## src/rtl/lsu_mem_port_if.sv

```systemverilog
// Data-memory bus between the LSU (master) and memory (slave): one valid/ready request
// channel and one response channel with no backpressure.
interface lsu_mem_port_if;
  logic        mem_req_valid;
  logic        mem_req_ready;
  logic        mem_we;
  logic [31:0] mem_addr;
  logic [31:0] mem_wdata;
  logic [3:0]  mem_wstrb;
  logic        mem_resp_valid;
  logic [31:0] mem_rdata;
  logic        mem_resp_err;

  modport master (
    output mem_req_valid, mem_we, mem_addr, mem_wdata, mem_wstrb,
    input  mem_req_ready, mem_resp_valid, mem_rdata, mem_resp_err
  );

  modport slave (
    input  mem_req_valid, mem_we, mem_addr, mem_wdata, mem_wstrb,
    output mem_req_ready, mem_resp_valid, mem_rdata, mem_resp_err
  );
endinterface

```

## src/rtl/lsu_mem_port.sv

```systemverilog
// RV32I load/store unit: one bus transaction per instruction, 4 cycles minimum (IDLE,REQ,RESP,DONE);
// stalls the core via busy while the request waits on mem_req_ready or the response is pending.
module lsu_mem_port #(
  parameter int TIMEOUT = 255
) (
  input  logic        clk,
  input  logic        rst_n,
  input  logic        load,
  input  logic        store,
  input  logic [2:0]  funct3,
  input  logic [31:0] addr,
  input  logic [31:0] wdata,
  output logic        busy,
  output logic [31:0] rdata,
  output logic        rdata_valid,
  output logic [1:0]  err,
  lsu_mem_port_if.master mem
);

  typedef enum logic [1:0] {IDLE, REQ, RESP, DONE} state_t;

  localparam logic [7:0] CNT_LAST = 8'(TIMEOUT - 1);

  state_t      state_q, state_d;
  logic [2:0]  f3_q, f3_d;
  logic [1:0]  off_q, off_d;
  logic        we_q, we_d;
  logic [3:0]  wstrb_q, wstrb_d;
  logic [31:0] wdata_q, wdata_d;
  logic [31:0] addr_q, addr_d;
  logic [31:0] rdata_q, rdata_d;
  logic        rdv_q, rdv_d;
  logic [1:0]  err_q, err_d;
  logic [7:0]  cnt_q, cnt_d;

  logic        req;
  logic        misalign;
  logic        illegal;
  logic        timeout;
  logic [31:0] shifted;
  logic [31:0] ext;

  assign req      = load | store;
  assign misalign = ((funct3[1:0] == 2'b01) & addr[0]) | ((funct3[1:0] == 2'b10) & (|addr[1:0]));
  assign illegal  = (load & store)
                  | (load & ((funct3 == 3'b011) | (funct3 == 3'b110) | (funct3 == 3'b111)))
                  | (store & (funct3 >= 3'b011))
                  | misalign;
  // Last REQ/RESP cycle before the abort; a response or handshake in it still wins.
  assign timeout  = (cnt_q >= CNT_LAST);

  always_ff @(posedge clk or negedge rst_n) begin
    if (!rst_n) begin
      state_q <= IDLE;
      f3_q    <= 3'b000;
      off_q   <= 2'b00;
      we_q    <= 1'b0;
      wstrb_q <= 4'b0000;
      wdata_q <= 32'h0;
      addr_q  <= 32'h0;
      rdata_q <= 32'h0;
      rdv_q   <= 1'b0;
      err_q   <= 2'b00;
      cnt_q   <= 8'h0;
    end else begin
      state_q <= state_d;
      f3_q    <= f3_d;
      off_q   <= off_d;
      we_q    <= we_d;
      wstrb_q <= wstrb_d;
      wdata_q <= wdata_d;
      addr_q  <= addr_d;
      rdata_q <= rdata_d;
      rdv_q   <= rdv_d;
      err_q   <= err_d;
      cnt_q   <= cnt_d;
    end
  end

  always_comb begin
    state_d = state_q;
    case (state_q)
      IDLE:    if (req) state_d = illegal ? DONE : REQ;
      REQ:     if (mem.mem_req_ready) state_d = RESP;
               else if (timeout) state_d = DONE;
      RESP:    if (mem.mem_resp_valid || timeout) state_d = DONE;
      DONE:    state_d = IDLE;
      default: state_d = IDLE;
    endcase
  end

  always_comb begin
    f3_d    = f3_q;
    off_d   = off_q;
    we_d    = we_q;
    wstrb_d = wstrb_q;
    wdata_d = wdata_q;
    addr_d  = addr_q;
    rdata_d = rdata_q;
    rdv_d   = 1'b0;
    err_d   = 2'b00;
    cnt_d   = ((state_q == REQ) || (state_q == RESP)) ? cnt_q + 8'd1 : 8'd0;

    shifted = mem.mem_rdata >> {off_q, 3'b000};
    case (f3_q)
      3'b000:  ext = {{24{shifted[7]}}, shifted[7:0]};
      3'b001:  ext = {{16{shifted[15]}}, shifted[15:0]};
      3'b100:  ext = {24'h0, shifted[7:0]};
      3'b101:  ext = {16'h0, shifted[15:0]};
      default: ext = shifted;
    endcase

    case (state_q)
      IDLE: begin
        if (req) begin
          f3_d   = funct3;
          off_d  = addr[1:0];
          we_d   = store;
          addr_d = {addr[31:2], 2'b00};
          case (funct3[1:0])
            2'b00: begin
              wstrb_d = 4'b0001 << addr[1:0];
              wdata_d = {4{wdata[7:0]}};
            end
            2'b01: begin
              wstrb_d = addr[1] ? 4'b1100 : 4'b0011;
              wdata_d = {2{wdata[15:0]}};
            end
            default: begin
              wstrb_d = 4'b1111;
              wdata_d = wdata;
            end
          endcase
          if (!store) wstrb_d = 4'b0000;
          if (illegal) err_d = 2'b01;
        end
      end
      REQ: begin
        if (!mem.mem_req_ready && timeout) err_d = 2'b11;
      end
      RESP: begin
        if (mem.mem_resp_valid) begin
          if (mem.mem_resp_err) begin
            err_d = 2'b10;
          end else if (!we_q) begin
            rdata_d = ext;
            rdv_d   = 1'b1;
          end
        end else if (timeout) begin
          err_d = 2'b11;
        end
      end
      default: ;
    endcase
  end

  always_comb begin
    busy              = ((state_q == IDLE) && req) || (state_q == REQ) || (state_q == RESP);
    rdata             = rdata_q;
    rdata_valid       = rdv_q;
    err               = err_q;
    mem.mem_req_valid = (state_q == REQ);
    mem.mem_we        = we_q;
    mem.mem_addr      = addr_q;
    mem.mem_wdata     = wdata_q;
    mem.mem_wstrb     = wstrb_q;
  end

endmodule

```

## src/flat_wrapper.sv

```systemverilog
// flat-port wrapper written by rule: the top's interface ports become plain ports
module lsu_mem_port_flat 
#(
  parameter int TIMEOUT = 255
)
  (clk, rst_n, load, store, funct3, addr, wdata, busy, rdata, rdata_valid, err, mem_mem_req_valid, mem_mem_we, mem_mem_addr, mem_mem_wdata, mem_mem_wstrb, mem_mem_req_ready, mem_mem_resp_valid, mem_mem_rdata, mem_mem_resp_err);
  lsu_mem_port_if mem_i ();
  input  logic clk;
  input  logic rst_n;
  input  logic load;
  input  logic store;
  input  logic [2:0] funct3;
  input  logic [31:0] addr;
  input  logic [31:0] wdata;
  output logic busy;
  output logic [31:0] rdata;
  output logic rdata_valid;
  output logic [1:0] err;
  output wire logic [$bits(mem_i.mem_req_valid)-1:0] mem_mem_req_valid;
  output wire logic [$bits(mem_i.mem_we)-1:0] mem_mem_we;
  output wire logic [$bits(mem_i.mem_addr)-1:0] mem_mem_addr;
  output wire logic [$bits(mem_i.mem_wdata)-1:0] mem_mem_wdata;
  output wire logic [$bits(mem_i.mem_wstrb)-1:0] mem_mem_wstrb;
  input wire logic [$bits(mem_i.mem_req_ready)-1:0] mem_mem_req_ready;
  input wire logic [$bits(mem_i.mem_resp_valid)-1:0] mem_mem_resp_valid;
  input wire logic [$bits(mem_i.mem_rdata)-1:0] mem_mem_rdata;
  input wire logic [$bits(mem_i.mem_resp_err)-1:0] mem_mem_resp_err;
  assign mem_mem_req_valid = mem_i.mem_req_valid;
  assign mem_mem_we = mem_i.mem_we;
  assign mem_mem_addr = mem_i.mem_addr;
  assign mem_mem_wdata = mem_i.mem_wdata;
  assign mem_mem_wstrb = mem_i.mem_wstrb;
  assign mem_i.mem_req_ready = mem_mem_req_ready;
  assign mem_i.mem_resp_valid = mem_mem_resp_valid;
  assign mem_i.mem_rdata = mem_mem_rdata;
  assign mem_i.mem_resp_err = mem_mem_resp_err;
  lsu_mem_port #(.TIMEOUT(TIMEOUT)) u_core (.clk(clk), .rst_n(rst_n), .load(load), .store(store), .funct3(funct3), .addr(addr), .wdata(wdata), .busy(busy), .rdata(rdata), .rdata_valid(rdata_valid), .err(err), .mem(mem_i));
endmodule
```

## config.mk

```make
export PLATFORM = sky130hd
export DESIGN_NAME = lsu_mem_port_flat
export DESIGN_NICKNAME = d
export VERILOG_FILES = /design/src/rtl/lsu_mem_port_if.sv /design/src/rtl/lsu_mem_port.sv /design/src/flat_wrapper.sv
export SDC_FILE = /design/constraint.sdc
export NUM_CORES = 1
export LEC_CHECK = 0
export BUFFER_PORTS_ARGS = -buffer_cell sky130_fd_sc_hd__buf_2
export CAP_MARGIN = 25
export CELL_PAD_IN_SITES_DETAIL_PLACEMENT = 0
export CELL_PAD_IN_SITES_GLOBAL_PLACEMENT = 1
export CORE_ASPECT_RATIO = 0.75
export CORE_MARGIN = 1.5
export CORE_UTILIZATION = 39
export CTS_CLUSTER_DIAMETER = 150
export CTS_CLUSTER_SIZE = 20
export DETAILED_ROUTE_END_ITERATION = 16
export PLACE_DENSITY_LB_ADDON = 0.1
export SLEW_MARGIN = 20
export SYNTH_ARGS = -nofsm -noshare
export SYNTH_HDL_FRONTEND = slang
export SYNTH_SLANG_ARGS = --single-unit
```

## constraint.sdc

```tcl
create_clock -name clk -period 3.1 [get_ports clk]
set_clock_uncertainty 0.05 [all_clocks]
set_input_delay 0.155 -clock clk [delete_from_list [all_inputs] [get_ports clk]]
set_output_delay 0.155 -clock clk [all_outputs]
set_load 0.1 [all_outputs]
```

==> flow_metrics.tcl <==
set metrics [dict create \
    synthArstFlopShare_pct 100.0 \
    cts.clk_slew.worst_paths_ns 0.05 \
    cp-start-kind "register" \
    finalMaxSlewViolations 0 \
    ff2ff_setup_slack_ns 1.00 \
    cap_viol_max_count 0 \
    nets 947 \
    cp-end-kind "output pin" \
    maxSlewHeadroom_pct 49.79 \
    min_period_ns 2.209 \
    path_cells "inv_1 -> ha_1 -> nor2b_4 -> or3_1 -> buf_2" \
    die_y_um 105.9 \
    globalplace.congestion 0.8251 \
    synth-edff-count 0 \
    worst-slew-pin-transition_ns 0.7531 \
    setup_viol_count_final 0 \
    slowest_stage "buf_2" \
    cts_root_buf "clkbuf_16" \
    critical-path-max-stage-delay_ns 0.42 \
    clock_path_buffers 2 \
    dieArea_mm2 0.01485 \
    synth_area_mm2 0.005507 \
    netlist_instances 576 \
    post-synth-top-count-cell "nand2_1" \
    status "completed" \
    seq_area_mm2 0.002928 \
    path_delay_family "buffers and inverters" \
    synthSimpleGateAreaFrac_pct 19.02 \
    final.setup.tns_ns 0 \
    hold_viol 0 \
    seq_area_frac_synth_pct 53.17 \
    multi_input_area_mm2 0.002421 \
    drc 0 \
    grt_antenna_before_repair 0 \
    num_vias 4956 \
    cp.required_ns 2.89 \
    cts_tree "yes" \
    ioPinCount 212 \
    synth-adder-area-share_pct 1.591 \
    io_buffer_count 209 \
    arrival_ns 2.00 \
    post_drt_wl_per_cell_um 15.68 \
    synth_area_leaders "dfrtp_1 (53%), nand2_1 (11%), mux2i_1 (7.3%)" \
    synth-seq-cells 117 \
    ant_nets 0 \
    grt_pass1_vias 5023 \
    numCtsBuffers 17 \
    avgSynthCellArea_um2 9.560 \
    synth_top_family_by_area "simple AND/OR/NAND/NOR gates" \
    layout-drive-gt1-share_pct 30.84 \
    worst_hold_path_type "in -> reg" \
    synth_cell_type_count 43 \
    initial_core_util_pct 40.05 \
    vias_per_cell 4.868 \
    yosysTopAreaCellShare_pct 53.17 \
    wirelength_um 15960 \
    post-route-period-util_pct 71.25 \
    synth_compound_area_share_pct 12.29 \
    die_w_um 140.2 \
    cts-resized-gates 0 \
    clock-sinks 117 \
    core_mm2 0.01375 \
    grtUsageTotal_pct 22.25 \
    gr-total-overflow 0 \
    ys_warn_count 0 \
    synth_ff_type "dfrtp_1" \
    cp_max_fo 5 \
    hpwlAfterDp_um 11290 \
    rows 37 \
    fillers 1239 \
    htreeDepth 4 \
    grt_max_degree 79 \
    crit_type "reg -> out" \
    clkLatencyLatePin_ns 0.40 \
    rsz0062_at_grt "no" \
    grt_pass1_wl_um 25880 \
    synthMuxAreaShare_pct 9.521 \
    timing.critical_path.buf_inv 2 \
    dr.pass1.iters 6 \
    synthTopCellsByCount "nand2_1 (158), dfrtp_1 (117), o21ai_0 (42), mux2i_1 (40), nor2_1 (38)" \
    max_freq_mhz 452.7 \
    area_growth_pct 42.24 \
    diodes 0 \
    synthXorXnorAreaFrac_pct 0.9543 \
    yosysTopAreaCell "dfrtp_1" \
    drt_iter0_markers 206 \
]
cell type report:
class / count / area share (%)
Timing Repair Buffer: 272 / 21.58
Sequential cell: 117 / 37.38
Clock buffer: 22 / 5.927
Inverter: 8 / 0.3834
Tap cell: 175 / 2.796
Multi-Input combinational cell: 418 / 30.91
Clock inverter: 6 / 1.022
path summary, 6_finish.rpt:
| kind | from | to | depth (start not counted) |
|---|---|---|---|
| max reg2reg | u_core.state_q[0]$_DFFE_PN0P_ | u_core.rdata[14]$_DFFE_PN0P_ | 7 |
| max in group asynchronous | rst_n | u_core.mem.mem_wdata[20]$_DFFE_PN0P_ | 3 |
| min | wdata[30] | u_core.mem.mem_wdata[30]$_DFFE_PN0P_ | 3 |
| min in group asynchronous | rst_n | u_core.mem.mem_wdata[21]$_DFFE_PN0P_ | 2 |
| max | u_core.state_q[0]$_DFFE_PN0P_ | busy | 5 |
| min reg2reg | u_core.mem.mem_addr[2]$_DFFE_PN0P_ | u_core.mem.mem_addr[2]$_DFFE_PN0P_ | 2 |
worst min-delay path, delay by kind of cell:
kind	cells	cell delay, ns
AOI/OAI and AO/OA	2	0.19
buffers and inverters	1	0.08
registers in the layout, indices dropped and copies added (netlist names):
name / flops
u_core.err: 2
u_core.mem.mem_addr: 30
u_core.rdata_valid: 1
u_core.rdata: 32
u_core.state_q: 2
u_core.f3_q: 3
u_core.mem.mem_wstrb: 4
u_core.mem.mem_wdata: 32
u_core.cnt_q: 8
u_core.off_q: 2
u_core.mem.mem_we: 1
metrics by stage:
stage / area [um2] / cells / worst slack [ns] / hold slack [ns] / util (%)
final: 7833 / 1018 / 0.8912 / 0.01102 / 56.97
after global routing: 7833 / 1018 / 0.7773 / 0.02590 / 56.97
after CTS: 7801 / 1017 / 0.8782 / 0.001880 / 56.74
after detailed placement: 6726 / 936 / 0.9902 / 0.3008 / 48.92
after global placement: 6726 / 936 / 1.102 / 0.2938 / 48.92
after floorplan: 5510 / 577 / 0.7655 / -0.1906 / -
kinds of logic after synthesis:
family          Yosys count
compound gates          109
mux                      50
fa+ha+maj                 7
simple gates            244
xor+xnor                  6
flops                   117
other cells               1
buf+inv                  42
layout by cell type (no fill, tap or decap), types with 4 or more instances in the layout:
master	n
nor2_1	38
buf_4	8
xnor2_1	5
mux2_2	9
nand3_1	4
clkinv_2	4
mux2i_1	40
ha_1	7
inv_1	8
a21oi_1	30
nor2b_1	10
clkbuf_16	17
a211oi_1	8
o21ai_0	42
nand2_1	158
dlygate4sd3_1	53
and2_1	21
dfrtp_1	117
o22a_1	17
buf_2	208
routing by layer:
metal	up-vias	part of all wire [%]	track usage [%]
li1	2441	-	-
met1	2347	48	30.57
met2	155	43	33.27
met3	13	7.8	8.108
met4	0	0.93	5.789
met5	-	0	0
repair_timing:
action / in CTS / in global routing
hold buffers: 53 / 0
buffers inserted: 0 / 0
hold endpoints to repair: 129 / 0
setup endpoints to repair: 0 / 0
Power is not shown: default switching activity piles up to over one toggle a cycle in this logic, so the estimate is an artifact.
